<file path="src/rtl/timer_arbiter.sv">
// Round-robin arbiter that lends one shared tick counter to N_REQ requesters in turn.
// Optional build macro TIMER_ARB_ABORT_EN: dropping REQ of the granted requester abandons its run.
module timer_arbiter #(
  parameter int N_REQ = 4,
  parameter int WIDTH = 8
) (
  input  logic                     CLOCK,
  input  logic                     RESET,
  input  logic                     TICK,
  input  logic [N_REQ-1:0]         REQ,
  input  logic [N_REQ*WIDTH-1:0]   DELAY,
  output logic [N_REQ-1:0]         GNT,
  output logic [N_REQ-1:0]         DONE,
  output logic                     BUSY,
  output logic [WIDTH-1:0]         count
);

  localparam int LW = $clog2(N_REQ);

  localparam logic [1:0] IDLE = 2'd0;
  localparam logic [1:0] RUN  = 2'd1;
  localparam logic [1:0] FIN  = 2'd2;

  logic [1:0]       state_reg;
  logic [N_REQ-1:0] gnt_reg;
  logic [WIDTH-1:0] count_reg;
  logic [WIDTH-1:0] target_reg;
  logic [LW-1:0]    win_reg;
  logic [LW-1:0]    last_reg;

  logic [WIDTH-1:0] delay_arr [N_REQ];
  logic             win_valid;
  logic [LW-1:0]    win_idx;

  genvar gi;
  generate
    for (gi = 0; gi < N_REQ; gi++) begin : g_delay
      assign delay_arr[gi] = DELAY[gi*WIDTH +: WIDTH];
    end
  endgenerate

  function automatic logic [LW-1:0] rr_idx(input logic [LW-1:0] base, input int k);
    int s;
    s = (int'(base) + k) % N_REQ;
    return LW'(s);
  endfunction

  // Scan from farthest to nearest so the candidate closest after last wins.
  always_comb begin
    win_valid = 1'b0;
    win_idx   = '0;
    for (int k = N_REQ; k >= 1; k--) begin
      if (REQ[rr_idx(last_reg, k)]) begin
        win_valid = 1'b1;
        win_idx   = rr_idx(last_reg, k);
      end
    end
  end

  always_ff @(posedge CLOCK or posedge RESET) begin
    if (RESET) begin
      state_reg  <= IDLE;
      gnt_reg    <= '0;
      count_reg  <= '0;
      target_reg <= '0;
      win_reg    <= '0;
      last_reg   <= LW'(N_REQ - 1);
    end else begin
      case (state_reg)
        IDLE: begin
          if (win_valid) begin
            target_reg <= delay_arr[win_idx];
            gnt_reg    <= {{(N_REQ-1){1'b0}}, 1'b1} << win_idx;
            win_reg    <= win_idx;
            count_reg  <= '0;
            state_reg  <= RUN;
          end
        end
        RUN: begin
`ifdef TIMER_ARB_ABORT_EN
          if (!REQ[win_reg]) begin
            gnt_reg   <= '0;
            count_reg <= '0;
            last_reg  <= win_reg;
            state_reg <= IDLE;
          end else
`endif
          if (target_reg == '0) begin
            state_reg <= FIN;
          end else if (TICK) begin
            // target-1 is only formed here, where target is known non-zero
            if (count_reg == target_reg - 1'b1) begin
              count_reg <= '0;
              state_reg <= FIN;
            end else begin
              count_reg <= count_reg + 1'b1;
            end
          end
        end
        FIN: begin
          gnt_reg   <= '0;
          last_reg  <= win_reg;
          state_reg <= IDLE;
        end
        default: state_reg <= IDLE;
      endcase
    end
  end

  assign GNT   = gnt_reg;
  assign DONE  = (state_reg == FIN) ? gnt_reg : '0;
  assign BUSY  = (state_reg != IDLE);
  assign count = count_reg;

endmodule

</file>
<file path="config.mk">
export PLATFORM = sky130hd
export DESIGN_NAME = timer_arbiter
export DESIGN_NICKNAME = d
export VERILOG_FILES = /design/src/rtl/timer_arbiter.sv
export SDC_FILE = /design/constraint.sdc
export NUM_CORES = 1
export LEC_CHECK = 0
export CAP_MARGIN = 20
export CELL_PAD_IN_SITES_DETAIL_PLACEMENT = 1
export CELL_PAD_IN_SITES_GLOBAL_PLACEMENT = 2
export CORE_MARGIN = 3
export CORE_UTILIZATION = 28
export DETAILED_ROUTE_END_ITERATION = 8
export GPL_ROUTABILITY_DRIVEN = 0
export PLACE_DENSITY = 0.88
export SYNTH_ARGS = -nofsm -noshare
export SYNTH_HDL_FRONTEND = slang
export SYNTH_SLANG_ARGS = --single-unit
</file>
<file path="constraint.sdc">
create_clock -name CLOCK -period 2.5 [get_ports CLOCK]
set_input_delay 0.375 -clock CLOCK [delete_from_list [all_inputs] [get_ports CLOCK]]
set_output_delay 0.375 -clock CLOCK [all_outputs]
set_load 0.02 [all_outputs]
</file>
==> flow_summary.yaml <==
critical_path:
  path_buf_inv: 1
  crit_fanout: 9
  crit_family: "buffers and inverters"
  crit_chain: "nor2b_2, and2_1, clkdlybuf4s50_1"
  startpoint_type: "register"
  critPathRequiredTime_ns: 2.12
  max_stage_delay_ns: 0.59
  worstPathArrival_ns: 1.83
  critical_path.endpoint_type: "output port"
  crit_type: "reg -> out"
  critical_path.slowest_cell: "clkdlybuf4s50_1"
power:
  combinationalPowerShare_pct: 57.1
  power_switching_mw: 1.17
  pwr-share-seq_pct: 32.6
  powerDensity_nw_per_um2: 1010
  p_leak_nw: 1.07
  pwr-share-clk_pct: 10.3
  ir_drop_uv: 392
  power_switching_share_pct: 44.1
  p_int_mw: 1.48
sta:
  timing.setup.tns_ns: 0
  max_slew_margin_pct: 66.8
  rsz0062_at_grt: "no"
  fmax_ghz: 0.454
  setup_viol: 0
  tightest_slew_ns: 0.496
  hold_violations: 0
  fin_crit_sh_pct: 88.0
  report.final.slew_viol_count: 0
  skew_ns: 0.00338
  fin_crit_ns: 2.20
yosys:
  synth_common_cells: "dfrtp_1 (24), nand2_1 (23), mux2i_1 (17)"
  ys_types: 52
  synth-main-ff-cell: "dfrtp_1"
  yosysTopAreaCell: "dfrtp_1"
  syn_nets: 238
  ys_seq_area_share_pct: 34.9
  ys_seq_elements: 26
  synth_edf_count: 0
  synth_top_area_share_pct: 32.1
  avgSynthCellArea_um2: 9.54
  syn_area_um2: 1870
  synthCells: 196
  yosys_warnings: 0
  postSynth.asyncResetShare_pct: 100
  ys_top_cells_by_area: "dfrtp_1 (32%), mux2i_1 (9.1%), nand2_1 (4.6%)"
  yosysMostFrequentCell: "dfrtp_1"
floorplan:
  initial_core_util_pct: 29.1
  core_um2: 6420
  die-area_um2: 7700
  die_h_um: 87.7
  rows: 29
  die_x_um: 87.7
  boundaryPins: 56
final_layout:
  synthToLayoutAreaGrowth_pct: 40.6
  final_nets: 301
  ff_latch_area_um2: 653
  multi_input_area_um2: 1160
  diodes: 0
  fin_cells: 335
  drive_gt1_share_pct: 13.2
  fillers: 721
detailed_routing:
  route.detailed.drc: 0
  antenna_left: 0
  wl_um: 4990
  wl_per_cell_um: 14.9
  vias: 1662
  vias_per_cell: 4.96
  dr.pass1.iters: 4
  drt_iter0_drc: 47
place:
  hpwl_um: 3980
  port_buffers: 55
  dp_cells: 330
global_route:
  busiest_layer: "met2"
  track_usage_pct: 13.5
  grt_pass1_wl_um: 8260
  grt_max_degree: 27
  antenna_found_initial: 0
  use_met3_pct: 2.63
  grt_pass1_vias: 1719
  grt_overflow: 0
  use_met2_pct: 25.5
  grtUsageMet1_pct: 16.1
clock_network:
  cts.path.max_buffers: 2
  postCtsResizedCells: 0
  clockRootBuffer: "clkbuf_8"
  hold_buffers: 0
  post_cts_buffers: 0
  clkSlewWorstSetupHoldPaths_ns: 0.09
  cts_made_buffers: 3
  htreeDepth: 1
  cts_tree: "yes"
  clock-sinks: 26
  clkLatencyLatePin_ns: 0.27
status:
  status: "complete, no violations"
run:
  maxCapViolations: 0
min_path:
  hold_path_class: "in -> async"
[final timing paths]
check | to | cells after the start | startpoint | slack, ns
max in group asynchronous | last_reg[0] | 3 | RESET | 1.74
min in group CLOCK | win_reg[0] | 2 | win_reg[0] | 0.51
hold reg to reg | win_reg[0] | 2 | win_reg[0] | 0.51
setup reg to reg | count[4] | 8 | target_reg[0] | 0.31
hold / removal | GNT[1] | 3 | RESET | 0.46
setup / recovery | DONE[3] | 3 | state_reg[1] | 0.30
[worst reg2reg max path: stages (launching register included)]
cell and delay [ns]:
dfrtp_1 0.45, inv_1 0.09, ha_1 0.28, o21bai_1 0.19, a211o_1 0.29, a31o_2 0.22
o31ai_4 0.09, a21oi_1 0.15, a311o_1 0.33
[per-stage QoR]
stage / util (%) / area [um2] / setup WS (ns) / power, mW / hold slack (ns)
final: 41.0 / 2630 / 0.299 / 2.65 / 0.463
after global routing: 41.0 / 2630 / 0.153 / 2.89 / 0.479
after CTS: 40.7 / 2610 / 0.00379 / 2.69 / 0.470
after detailed placement: 39.8 / 2560 / -0.279 / 2.40 / 0.486
after global placement: 39.8 / 2560 / -0.150 / 2.34 / 0.464
after floorplan: - / 1870 / 0.525 / 1.87 / 0.414
[layout make-up]
type                            count  area share (%)
Tap cell                           77            3.66
Multi-Input combinational cell    155            44.2
Timing Repair Buffer               65            24.1
Sequential cell                    26            24.8
Clock buffer                        4            2.09
Inverter                            8            1.14
[kinds of logic (layout without fill, tap and decap cells)]
family	after synthesis	after routing	synth area share [%]
xor gates and xnor gates	16	16	8.63
DFF	26	26	34.9
AOI/OAI and AO/OA	43	43	16.1
muxes	27	27	15.1
and+or+nand+nor	66	66	20.0
buffers and inverters	15	77	3.28
adders and majority gates	3	3	2.01
[cell usage in the layout (no fill, tap or decap), types with 2 or more instances in the layout]
cell type and instances:
nand2b_1 4, mux2i_1 17, o21ai_0 6, o21ai_1 11, mux2_1 7, dfrtp_1 24, and2_1 5, nor3_1 3
buf_4 9, nor2_1 5, a22oi_1 2, xor2_1 7, clkdlybuf4s50_1 55, nor2b_1 5, clkbuf_8 4, or2_2 2
xnor2_1 7, nor2_2 2, nand3_1 6, nand2_1 23, mux2_2 3, nor3_4 2, a21oi_1 7, dfstp_2 2
ha_1 3, inv_1 7
[power groups by stage]
| stage | Clock, mW | Sequential, mW | Combinational [mW] |
|---|---|---|---|
| after global routing | 0.313 | 0.907 | 1.67 |
| after global placement | 0 | 0.867 | 1.47 |
| final | 0.274 | 0.863 | 1.51 |
| after detailed placement | 0 | 0.876 | 1.52 |
| after floorplan | 0 | 0.885 | 0.984 |
| after CTS | 0.291 | 0.869 | 1.53 |
[metal layers]
metal  up-vias  wire (um)  share of wire (%)
met1       807       2120                 43
met4         0          8               0.16
met3         2        144                2.9
li1        825          -                  -
met2        28       2710                 54
met5         -          0                  0
(Power assumes the default switching activity.)
